File: src/rtl/dps_decoder_24_pkg.sv
// dps_decoder_24_pkg: widths and the per-bit Fibonacci weight table of the 24-bit DPS code
package dps_decoder_24_pkg;
  localparam int CODE_W = 24;
  localparam int DATA_W = 18;
  localparam logic [DATA_W-1:0] DPS_W [CODE_W] = '{
    18'd1,     18'd1,     18'd2,     18'd3,     18'd5,     18'd8,
    18'd13,    18'd21,    18'd34,    18'd55,    18'd89,    18'd144,
    18'd233,   18'd377,   18'd610,   18'd987,   18'd1597,  18'd2584,
    18'd4181,  18'd6765,  18'd10946, 18'd17711, 18'd57314, 18'd46368
  };
endpackage

File: src/rtl/dps_decoder_24_group_sum.sv
// dps_group_sum: weighted sum of one 8-bit codeword slice starting at bit BASE
module dps_group_sum
  import dps_decoder_24_pkg::*;
#(
  parameter int BASE = 0
) (
  input  logic [7:0]        slice_i,
  output logic [DATA_W-1:0] sum_o
);
  always_comb begin
    sum_o = '0;
    for (int i = 0; i < 8; i++) sum_o = sum_o + (slice_i[i] ? DPS_W[BASE+i] : '0);
  end
endmodule

File: src/rtl/dps_decoder_24.sv
// dps_decoder_24: 3-stage valid/ready pipeline turning a DPS codeword into its weighted binary sum
module dps_decoder_24
  import dps_decoder_24_pkg::*;
(
  input  logic              clock,
  input  logic              reset,
  input  logic [CODE_W-1:0] code_in,
  input  logic              in_valid,
  output logic              in_ready,
  output logic [DATA_W-1:0] data_out,
  output logic              out_valid,
  input  logic              out_ready
);
  logic              v1_q, v2_q, v3_q;
  logic              ld1, ld2, ld3;
  logic [CODE_W-1:0] code_q;
  logic [DATA_W-1:0] part_d [3];
  logic [DATA_W-1:0] part_q [3];
  logic [DATA_W-1:0] sum_d, data_q;
  // each stage refills whenever it is empty or its contents move on
  assign ld3 = !v3_q | out_ready;
  assign ld2 = !v2_q | ld3;
  assign ld1 = !v1_q | ld2;
  assign in_ready  = ld1;
  assign out_valid = v3_q;
  assign data_out  = data_q;
  assign sum_d = part_q[0] + part_q[1] + part_q[2];
  for (genvar g = 0; g < 3; g++) begin : grp
    dps_group_sum #(.BASE(8*g)) u_sum (
      .slice_i(code_q[8*g +: 8]),
      .sum_o  (part_d[g])
    );
  end
  always_ff @(posedge clock) begin
    if (reset) begin
      v1_q   <= 1'b0;
      v2_q   <= 1'b0;
      v3_q   <= 1'b0;
      data_q <= '0;
    end else begin
      if (ld1) begin
        v1_q <= in_valid;
        if (in_valid) code_q <= code_in;
      end
      if (ld2) begin
        v2_q <= v1_q;
        if (v1_q) part_q <= part_d;
      end
      if (ld3) begin
        v3_q <= v2_q;
        if (v2_q) data_q <= sum_d;
      end
    end
  end
endmodule

File: config.mk
export PLATFORM = sky130hd
export DESIGN_NAME = dps_decoder_24
export DESIGN_NICKNAME = d
export VERILOG_FILES = /design/src/rtl/dps_decoder_24_pkg.sv /design/src/rtl/dps_decoder_24_group_sum.sv /design/src/rtl/dps_decoder_24.sv
export SDC_FILE = /design/constraint.sdc
export NUM_CORES = 1
export LEC_CHECK = 0
export CAP_MARGIN = 20
export CORE_ASPECT_RATIO = 1.75
export CORE_MARGIN = 1
export CORE_UTILIZATION = 34
export DETAILED_ROUTE_END_ITERATION = 10
export PLACE_DENSITY = 0.63
export SLEW_MARGIN = 20
export SYNTH_ARGS = -nofsm -noshare
export SYNTH_HDL_FRONTEND = slang
export SYNTH_SLANG_ARGS = --single-unit
File: constraint.sdc
create_clock -name clock -period 12 [get_ports clock]
set_input_delay 2.4 -clock clock [delete_from_list [all_inputs] [get_ports clock]]
set_output_delay 2.4 -clock clock [all_outputs]
set_load 0.005 [all_outputs]
; ---- Word-level counts from Yosys, hierarchy flattened
; Cells that the tools add are included.
[op_classes]
add_sub_neg = 23
multipliers = 0
div_mod_pow = 0
n_lt_le_gt_ge = 0
eq_ne = 0
shift = 0
muxes = 24
bitwise = 4
n_reduce_logical = 6
[op_table]
columns = operator, n
row1 = 18-bit adder, 23
row2 = 16-bit two-way mux, 2
row3 = 13-bit two-way mux, 2
row4 = 10-bit two-way mux, 2
row5 = 8-bit two-way mux, 2
row6 = 15-bit two-way mux, 1
row7 = 14-bit two-way mux, 1
row8 = 12-bit two-way mux, 1
row9 = 6-bit two-way mux, 2
row10 = 11-bit two-way mux, 1
row11 = 9-bit two-way mux, 1
row12 = 4-bit two-way mux, 2
row13 = 7-bit two-way mux, 1
row14 = 3-bit AND reduction, 2
row15 = 5-bit two-way mux, 1
row16 = 2-bit two-way mux, 2
row17 = 1-bit zero test, 3
row18 = 3-bit two-way mux, 1
row19 = 1-bit OR, 3
row20 = 1-bit two-way mux, 2
row21 = 2-bit AND reduction, 1
row22 = 1-bit inverter, 1
[totals]
regBits = 99
latchBits = 0
mem_bits_rw = 0
rom_bits = 0
in_bits = 28
out_inout_bits = 20
word_cells = 65
memories = 0

; ---- Longest topological paths before layout
; Gate-level depths: netlist (run 1).
[logic_depth]
word_depth = 8
ltp_mapped = 14
mapped_depth_nobuf = 14

; ---- By module
; A second synthesis (run 1) with hierarchy kept.
[unflattened]
cells_unflattened = 663
hier_area_um2 = 7599.8
[modules_own_cells]
columns = module, instances, cells_each, area_per_inst_um2, seq_area_each_um2
row1 = dps_decoder_24, 1, 306, 4336.7, 2762.6
row2 = dps_group_sum at grp[2].u_sum, 1, 192, 1759.2, 0.0
row3 = dps_group_sum at grp[1].u_sum, 1, 110, 1041.0, 0.0
row4 = dps_group_sum at grp[0].u_sum, 1, 55, 462.9, 0.0

; ---- Worst setup path before layout (run 1)
; OpenSTA, ideal clock, no wires.
[synth_timing]
path_kind = input port to output port
from = input port out_ready
to = output port in_ready
arrival_ps = 2795
t_required_ps = 9600
setup_slack_ps = 6805
stages = 2
n_path_buf = 0
path_cell_list = nor2b_1 -> nand3_1
[synth_via]
elab_chain_cells = 3
[synth_rtl]
columns = item, line_no
row1 = start: declaration, dps_decoder_24.sv:12  ; input logic out_ready
row2 = 1-bit OR, dps_decoder_24.sv:21  ; assign ld3 = !v3_q | out_ready;
row3 = 1-bit OR, dps_decoder_24.sv:22  ; assign ld2 = !v2_q | ld3;
row4 = 1-bit OR, dps_decoder_24.sv:23  ; assign ld1 = !v1_q | ld2;
row5 = end: declaration, dps_decoder_24.sv:9  ; output logic in_ready,
; No other way between the ends.

; ---- Final worst setup path (run 1)
; Same ends and word-level chain as after synthesis.

==> results of run 1 <==
-- cell usage after synthesis (2+ instances only) --
master     instances  share of area (%)
nor2b_1            7               0.68
inv_1             76                4.4
o311ai_0           2               0.27
o211ai_1           7               0.82
nand2b_1           4               0.39
o22ai_1            2               0.19
o2111ai_1          3               0.41
a311oi_1           2               0.27
clkbuf_1           4               0.23
xnor2_1           26                3.5
or4_1              3               0.35
xor2_1             5               0.68
a21oi_1           43                3.3
nor3_1             4               0.31
nor3b_1            2               0.23
o21ai_0           25                1.9
nand3b_1           2               0.23
o21bai_1           7               0.82
nand2_1           29                1.7
or2_2              2               0.19
dfxtp_1           21                6.5
or3_1              2               0.19
a21o_1            10                1.2
nand4_1            3               0.29
fa_1              49                 15
edfxtp_1          62                 29
ha_1              97                 19
a211oi_1          11                1.3
and4_1             2               0.27
nand3_1            7               0.55
o21a_1             3               0.35
a211o_1            3               0.41
nor2_1            30                1.8
-- layout make-up --
type                    count  area [um2]  share of cell area [%]
inverters                  76       285.3                   3.802
flip-flops and latches     83        2282                   30.42
multi-input cells         409        3825                   50.98
clock buffers               9       225.2                   3.001
well taps                 238       297.8                   3.969
clock inverters             7       80.08                   1.067
repair buffers             51       508.0                   6.770
-- tightest hold or removal path, stage by stage (launching register included) --
cell     delay [ns]
dfxtp_1        0.31
nand2_1        0.05
a21oi_1        0.05
-- worst max-delay path by stage --
stage / startpoint / to / slack [ns]
after floorplan: out_ready / in_ready / 6.80
after global placement: out_ready / in_ready / 5.80
after detailed placement: out_ready / in_ready / 5.74
after CTS: out_ready / in_ready / 5.74
after global routing: out_ready / in_ready / 5.64
final: out_ready / in_ready / 5.74
-- power groups by stage --
stage,Combinational [W],Sequential (W),Clock (W)
2_1_floorplan,0.000476,0.000390,0
3_3_place_gp,0.000595,0.000395,0
3_5_place_dp,0.000612,0.000396,0
4_1_cts,0.000617,0.000389,0.000292
5_1_grt,0.000699,0.000392,0.000304
6_report,0.000615,0.000388,0.000285
-- stage by stage --
stage	area, um2	power [W]
floorplan	6427	0.0008665
global placement	7183	0.0009896
detailed placement	7183	0.001008
CTS	7488	0.001298
global route	7503	0.001395
finish	7503	0.001288
-- layer usage --
metal / track usage (%) / up-vias / routed length, um
met5: 0 / - / 0
met1: 13.09 / 2070 / 4597
met3: 1.985 / 38 / 302
met4: 8.278 / 0 / 659
li1: - / 2148 / -
met2: 23.84 / 89 / 6234
-- registers in the layout (all words and copies together) (netlist names) --
| name | count |
|---|---|
| out_valid | 1 |
| data_out | 18 |
| v2_q | 1 |
| part_q | 38 |
| code_q | 24 |
| v1_q | 1 |
-- cells by family after synthesis --
kind of cell	Yosys count	share of synthesized area (%)
xor+xnor	31	4.224
simple gates	102	7.767
buf+inv	84	5.236
flops	83	35.51
fa+ha+maj	146	34.14
compound gates	130	13.12
==> flow_metrics.tcl, run 1 <==
set metrics [dict create \
    crit_chain "clkdlybuf4s50_1 -> nor2b_1 -> nand3_1 -> clkdlybuf4s50_1" \
    cts.repair.resized 0 \
    num_antenna_cells 0 \
    path_delay_family "buffers and inverters" \
    drive_above_1_share_pct 4.724 \
    io_buffers 47 \
    yosys.cell_types.count 54 \
    fin_skew_ns 0.01235 \
    synth-main-ff-cell "edfxtp_1" \
    fin_util_pct 40.38 \
    ys_seq_area_share_pct 35.51 \
    combPwrFrac_pct 47.7 \
    grt.overflow.total 0 \
    dpl.hpwl_um 9877 \
    clock_latency_ns 0.34 \
    coreArea_um2 18580 \
    grt_pass1_wl_um 19800 \
    postRouteAntennaNets 0 \
    p_seq_share_pct 30.2 \
    hold_buffers 0 \
    min_from "data_out[7]$_SDFFE_PP0P_" \
    layout_commonest_cell "ha_1" \
    switching_share_pct 37.00 \
    slew_headroom_pct 54.34 \
    synth_nets 750 \
    synth_edf_count 62 \
    cp_max_fo 6 \
    ys_seq_elements 83 \
    reg2regPathDepth 12 \
    fin_cells 873 \
    whs_endpoint "data_out[7]$_SDFFE_PP0P_" \
    avgSynthCellArea_um2 11.16 \
    cp-start-kind "primary input" \
    cp_slowest_cell "clkdlybuf4s50_1" \
    yosys_warnings 0 \
    antenna_found_initial 0 \
    drt-initial-drc-count 137 \
    post-route-drc-count 0 \
    slowest_delay_ns 0.47 \
    grt_pass1_vias 4544 \
    syn2layout_area_growth_pct 16.74 \
    fin_ws_ns 5.741 \
    p_clk_share_pct 22.1 \
    rsz0062_at_grt "no" \
    cts_tree "built" \
    vias 4345 \
    drt_pass1_iterations 4 \
    fmax_mhz 159.8 \
    cts_root_buf "clkbuf_16" \
    cp.required_ns 9.60 \
    grt_start_max_net_pins 39 \
    viasPerCell 4.977 \
    dp.cells 856 \
    hold_depth 2 \
    drt-total-wl_um 11790 \
    start_util_pct 34.59 \
    postSynth.asyncResetShare_pct 0 \
    tightestPinTransition_ns 0.6834 \
    crit_top_cell "clkdlybuf4s50_1" \
    maxCapViolCount 0 \
    drv_slew 0 \
    critPathArrivalTime_ns 3.86 \
    path_buf_inv 2 \
    ctsHtreeMaxLevel 3 \
    hold_viol 0 \
    synth_area_um2 6427 \
    r2r_end "part_q[15]$_DFFE_PP_" \
    p_leak_nw 3.183 \
    hp-class "flop to flop" \
    ioPinCount 48 \
    rr_startpoint "code_q[21]$_DFFE_PP_" \
    min_period_over_period_pct 52.16 \
    grt_util_all_layers_pct 12.80 \
    pre_cts_slack_ns 5.736 \
    ir_drop_uv 104.3 \
    die_w_um 105.9 \
    die_y_um 183.9 \
    rows 66 \
    hold_slack_ns 0.4509 \
    nets 804 \
    numCtsBuffers 9 \
    clk_pin_slew_ns 0.06 \
    netlist_instances 576 \
    wl_per_cell_um 13.51 \
    place_congestion 0.8801 \
    min_period_ns 6.259 \
    mostFrequentLayoutCells "ha_1, inv_1, edfxtp_1" \
    setup-violations-final 0 \
    postCtsSetupRepairBufs 0 \
    status "completed" \
    cts_buffer_depth 2 \
    crit_type "primary input to primary output" \
    setup_tns_ns 0 \
    endpoint_kind "primary output" \
    worst-path-stages 4 \
    rrSetupSlack_ns 7.78 \
    p_int_w 0.0008115 \
    cts.sinks 83 \
    nFillCells 1743 \
    powerDensity_nw_per_um2 171.7 \
    p_sw_w 0.0004767 \
    dieArea_um2 19480 \
]
Note: power is estimated with default switching activity, not from simulation.
==> run 2, diff against run 1 <==
==> constraint.sdc (replaced) <==
create_clock -name clock -period 6.5 [get_ports clock]
set_input_delay 1.3 -clock clock [delete_from_list [all_inputs] [get_ports clock]]
set_output_delay 1.3 -clock clock [all_outputs]
set_load 0.005 [all_outputs]
==> run 2 against run 1 <==
  * Combinational power is 87% higher
  * Register-to-register slack worse by 5.4 ns
  * Setup slack worse by 3.3 ns
  * Routed wire length is 4.6% higher
  * Clock skew is 0.0047 ns lower
  * Die area stayed put
  * Core utilization hardly changed
  * Largest cell class unchanged
==> flow_metrics.tcl, run 2 (same netlist as run 1, synthesis figures left out) <==
set metrics [dict create \
    slowest_delay_ns 0.52 \
    crit_type "flop to flop" \
    layout_commonest_cell "ha_1" \
    cp.required_ns 6.58 \
    switching_share_pct 36.82 \
    die_w_um 105.9 \
    grt.overflow.total 0 \
    p_sw_w 0.0008729 \
    fin_area_um2 7501 \
    hp-class "flop to flop" \
    p_clk_share_pct 21.2 \
    grt_pass1_wl_um 20110 \
    place_congestion 0.9001 \
    rrSetupSlack_ns 2.41 \
    antenna_found_initial 0 \
    p_int_w 0.001498 \
    hold_depth 2 \
    min_period_ns 4.091 \
    rsz0062_at_grt "no" \
    path_delay_family "adder cells" \
    crit_top_cell "fa_1" \
    drive_above_1_share_pct 4.252 \
    io_buffers 47 \
    clk_pin_slew_ns 0.06 \
    endpoint_kind "flop" \
    postRouteAntennaNets 0 \
    drt-initial-drc-count 138 \
    dpl.hpwl_um 10300 \
    fin_util_pct 40.37 \
    die_y_um 183.9 \
    postCtsSetupRepairBufs 0 \
    largest_reg_flops 38 \
    rr_startpoint "code_q[21]$_DFFE_PP_" \
    num_antenna_cells 0 \
    drv_slew 0 \
    drt_pass1_iterations 7 \
    powerDensity_nw_per_um2 316.0 \
    combPwrFrac_pct 48.5 \
    cts.repair.resized 0 \
    p_leak_nw 3.172 \
    rows 66 \
    coreArea_um2 18580 \
    clock_latency_ns 0.34 \
    setup_tns_ns 0 \
    hold_buffers 0 \
    hold_viol 0 \
    wl_per_cell_um 14.13 \
    post-route-drc-count 0 \
    grt_util_all_layers_pct 13.28 \
    numCtsBuffers 9 \
    cts.sinks 83 \
    cts_tree "built" \
    cp_max_fo 5 \
    status "completed" \
    cp_slowest_cell "fa_1" \
    r2r_end "part_q[15]$_DFFE_PP_" \
    ioPinCount 48 \
    syn2layout_area_growth_pct 16.70 \
    nets 804 \
    cts_root_buf "clkbuf_16" \
    tightestPinTransition_ns 0.7127 \
    ctsHtreeMaxLevel 3 \
    cts_buffer_depth 2 \
    viasPerCell 4.990 \
    crit_path_start "code_q[21]$_DFFE_PP_" \
    dieArea_um2 19480 \
    min_period_over_period_pct 62.94 \
    reg2regPathDepth 12 \
    dp.cells 856 \
    fmax_mhz 244.4 \
    p_seq_share_pct 30.3 \
    ir_drop_uv 127.4 \
    fin_cells 873 \
    critPathArrivalTime_ns 4.17 \
    endpoint "part_q[15]$_DFFE_PP_" \
    setup-violations-final 0 \
    top_register "part_q" \
    mostFrequentLayoutCells "ha_1, inv_1, edfxtp_1" \
    cp-start-kind "flop" \
    path_buf_inv 2 \
    maxCapViolCount 0 \
    grt_start_max_net_pins 39 \
    worst-path-stages 12 \
    grt_pass1_vias 4485 \
    crit_chain "inv_1 -> fa_1 -> fa_1 -> inv_1 -> fa_1 -> ha_1 -> o21ai_0 -> o21bai_1 -> o311ai_0 -> a21oi_1 -> a211oi_1 -> xnor2_1" \
    min_from "data_out[5]$_SDFFE_PP0P_" \
    slew_headroom_pct 52.49 \
    drt-total-wl_um 12340 \
    fin_skew_ns 0.007686 \
    start_util_pct 34.59 \
    vias 4356 \
    postPlaceCellArea_um2 7183 \
]
## run 2: cell type report
cell class | instances | area, um2
Timing Repair Buffer | 51 | 520.5
Fill cell | 1776 | 11080
Multi-Input combinational cell | 409 | 3825
Clock inverter | 4 | 53.80
Tap cell | 238 | 297.8
Clock buffer | 12 | 236.5
Sequential cell | 83 | 2282
Inverter | 76 | 285.3
## run 2: layer usage
| metal | wire length, um | up-vias | track usage (%) | share of wire, % |
|---|---|---|---|---|
| met1 | 4659 | 2076 | 12.80 | 38 |
| met2 | 6616 | 103 | 25.15 | 54 |
| met3 | 337 | 35 | 1.985 | 2.7 |
| li1 | - | 2142 | - | - |
| met4 | 722 | 0 | 9.722 | 5.9 |
| met5 | 0 | - | 0 | 0 |
## run 2: worst min path at each step
| stage | endpoint | slack [ns] |
|---|---|---|
| 6_report | data_out[5]$_SDFFE_PP0P_ | 0.45 |
| 5_1_grt | data_out[9]$_SDFFE_PP0P_ | 0.47 |
| 4_1_cts | data_out[5]$_SDFFE_PP0P_ | 0.45 |
| 3_5_place_dp | data_out[5]$_SDFFE_PP0P_ | 0.45 |
| 3_3_place_gp | data_out[6]$_SDFFE_PP0P_ | 0.44 |
| 2_1_floorplan | data_out[11]$_SDFFE_PP0P_ | 0.45 |
## run 2: tightest hold or removal path: stages (launching register included)
cell and delay, ns:
dfxtp_1 0.31, nand2_1 0.05, a21oi_1 0.05
## run 2: metrics by stage
step           hold slack, ns  total power (W)  worst slack [ns]
3_5_place_dp           0.4469         0.001871             2.410
3_3_place_gp           0.4440         0.001834             2.513
6_report               0.4515         0.002371             2.409
5_1_grt                0.4739         0.002557             2.170
2_1_floorplan          0.4482         0.001600             2.713
4_1_cts                0.4532         0.002388             2.381
## run 2: power by group through the flow
| stage | Clock [W] | Sequential [W] | Combinational [W] |
|---|---|---|---|
| 4_1_cts | 0.000518 | 0.000719 | 0.00115 |
| 2_1_floorplan | 0 | 0.000720 | 0.000880 |
| 5_1_grt | 0.000540 | 0.000725 | 0.00129 |
| 3_5_place_dp | 0 | 0.000731 | 0.00114 |
| 6_report | 0.000502 | 0.000718 | 0.00115 |
| 3_3_place_gp | 0 | 0.000728 | 0.00111 |
==> run 3, diff against run 2 <==
==> constraint.sdc (replaced) <==
create_clock -name clock -period 4.3 [get_ports clock]
set_input_delay 0.86 -clock clock [delete_from_list [all_inputs] [get_ports clock]]
set_output_delay 0.86 -clock clock [all_outputs]
set_load 0.005 [all_outputs]
==> run 3 against run 2 <==
  * Core utilization fell by 0.14 points
  * Clock skew fell by 0.00089 ns
  * Final cell count rose by 0.11%
  * Sequential cell count did not move
  * Clock-buffer cell count fell by 3
  * Sequential power rose by 50%
==> flow_metrics.tcl, run 3 (same netlist as run 1, synthesis figures left out) <==
set metrics [dict create \
    num_antenna_cells 0 \
    grt_pass1_wl_um 20300 \
    rrSetupSlack_ns 0.29 \
    numCtsBuffers 9 \
    grt.overflow.total 0 \
    r2r_end "part_q[15]$_DFFE_PP_" \
    wl_per_cell_um 13.62 \
    cts.sinks 83 \
    ctsHtreeMaxLevel 3 \
    cp_max_fo 5 \
    post-route-drc-count 0 \
    grt_start_max_net_pins 39 \
    setup_tns_ns 0 \
    powerDensity_nw_per_um2 472.6 \
    dieArea_um2 19480 \
    viasPerCell 4.894 \
    vias 4277 \
    fin_cells 874 \
    critPathArrivalTime_ns 4.10 \
    postCtsSetupRepairBufs 0 \
    drive_above_1_share_pct 4.717 \
    cts_tree "built" \
    rr_startpoint "code_q[21]$_DFFE_PP_" \
    io_buffers 47 \
    nets 805 \
    p_total_w 0.003532 \
    tightestPinTransition_ns 0.8084 \
    start_util_pct 34.59 \
    min_from "data_out[7]$_SDFFE_PP0P_" \
    drt_pass1_iterations 4 \
    fin_skew_ns 0.006794 \
    grt_pass1_vias 4554 \
    mostFrequentLayoutCells "ha_1, inv_1, edfxtp_1" \
    hold_slack_ns 0.4549 \
    postRouteAntennaNets 0 \
    maxCapViolCount 0 \
    rows 66 \
    grt_util_all_layers_pct 13.19 \
    p_leak_nw 3.165 \
    syn2layout_area_growth_pct 16.29 \
    min_period_over_period_pct 93.31 \
    ir_drop_uv 188.5 \
    clock_latency_ns 0.34 \
    layout_commonest_cell "ha_1" \
    antenna_found_initial 0 \
    place_congestion 0.8878 \
    status "completed" \
    min_period_ns 4.012 \
    hp-class "flop to flop" \
    reg2regPathDepth 12 \
    fin_util_pct 40.23 \
    die_w_um 105.9 \
    setup-violations-final 0 \
    die_y_um 183.9 \
    cp-start-kind "flop" \
    cts_buffer_depth 2 \
    hold_viol 0 \
    drt-total-wl_um 11900 \
    dpl.hpwl_um 10040 \
    rsz0062_at_grt "no" \
    top_register "part_q" \
    crit_path_start "code_q[21]$_DFFE_PP_" \
    endpoint_kind "flop" \
    crit_type "flop to flop" \
    whs_endpoint "data_out[7]$_SDFFE_PP0P_" \
    drt-initial-drc-count 180 \
    fmax_mhz 249.2 \
    hold_buffers 0 \
    hold_depth 2 \
    cp.required_ns 4.39 \
    coreArea_um2 18580 \
    clk_pin_slew_ns 0.06 \
    dp.cells 858 \
    slew_headroom_pct 46.00 \
    ioPinCount 48 \
    largest_reg_flops 38 \
    drv_slew 0 \
    cts_root_buf "clkbuf_16" \
]
run 3: worst max-delay path, cell delays in order (launching register included):
cell      delay, ns
edfxtp_1       0.48
inv_2          0.20
fa_1           0.47
fa_1           0.51
inv_1          0.05
fa_1           0.45
ha_1           0.36
o21ai_0        0.14
o21bai_1       0.14
o311ai_0       0.38
a21oi_1        0.18
a211oi_1       0.30
xnor2_1        0.09
run 3: worst max path at each step:
stage	end	slack (ns)
5_1_grt	part_q[15]$_DFFE_PP_	0.01
3_5_place_dp	part_q[15]$_DFFE_PP_	0.16
6_report	part_q[15]$_DFFE_PP_	0.29
2_1_floorplan	part_q[15]$_DFFE_PP_	0.53
3_3_place_gp	part_q[15]$_DFFE_PP_	0.30
4_1_cts	part_q[15]$_DFFE_PP_	0.16
run 3: where the power goes:
group          internal (W)  switching (W)  total [W]
Combinational      0.000780       0.000946    0.00173
Sequential          0.00103      0.0000527    0.00108
Clock              0.000395       0.000328   0.000724
run 3: cell type report:
type | instances | area, um2
Multi-Input combinational cell | 409 | 3825
Sequential cell | 83 | 2282
Fill cell | 1791 | 11110
Clock buffer | 9 | 225.2
Clock inverter | 7 | 51.30
Tap cell | 238 | 297.8
Timing Repair Buffer | 52 | 508.0
Inverter | 76 | 285.3
run 3: repair_timing:
| item | CTS | global route |
|---|---|---|
| gates resized for setup | 0 | 1 |
| hold endpoints to repair | 0 | 0 |
| setup endpoints to repair | 0 | 1 |
run 3: per-stage QoR:
step | setup WS, ns | area [um2]
finish | 0.2877 | 7475
global route | 0.01273 | 7475
CTS | 0.1622 | 7475
detailed placement | 0.1589 | 7198
global placement | 0.3027 | 7198
floorplan | 0.5293 | 6427
run 3: metal layers:
metal / track usage (%) / wire (um) / vias to the layer above
met4: 7.222 / 476 / 0
met2: 25.41 / 6568 / 86
met3: 1.843 / 311 / 24
met1: 13.42 / 4545 / 2019
li1: - / - / 2148
met5: 0 / 0 / -
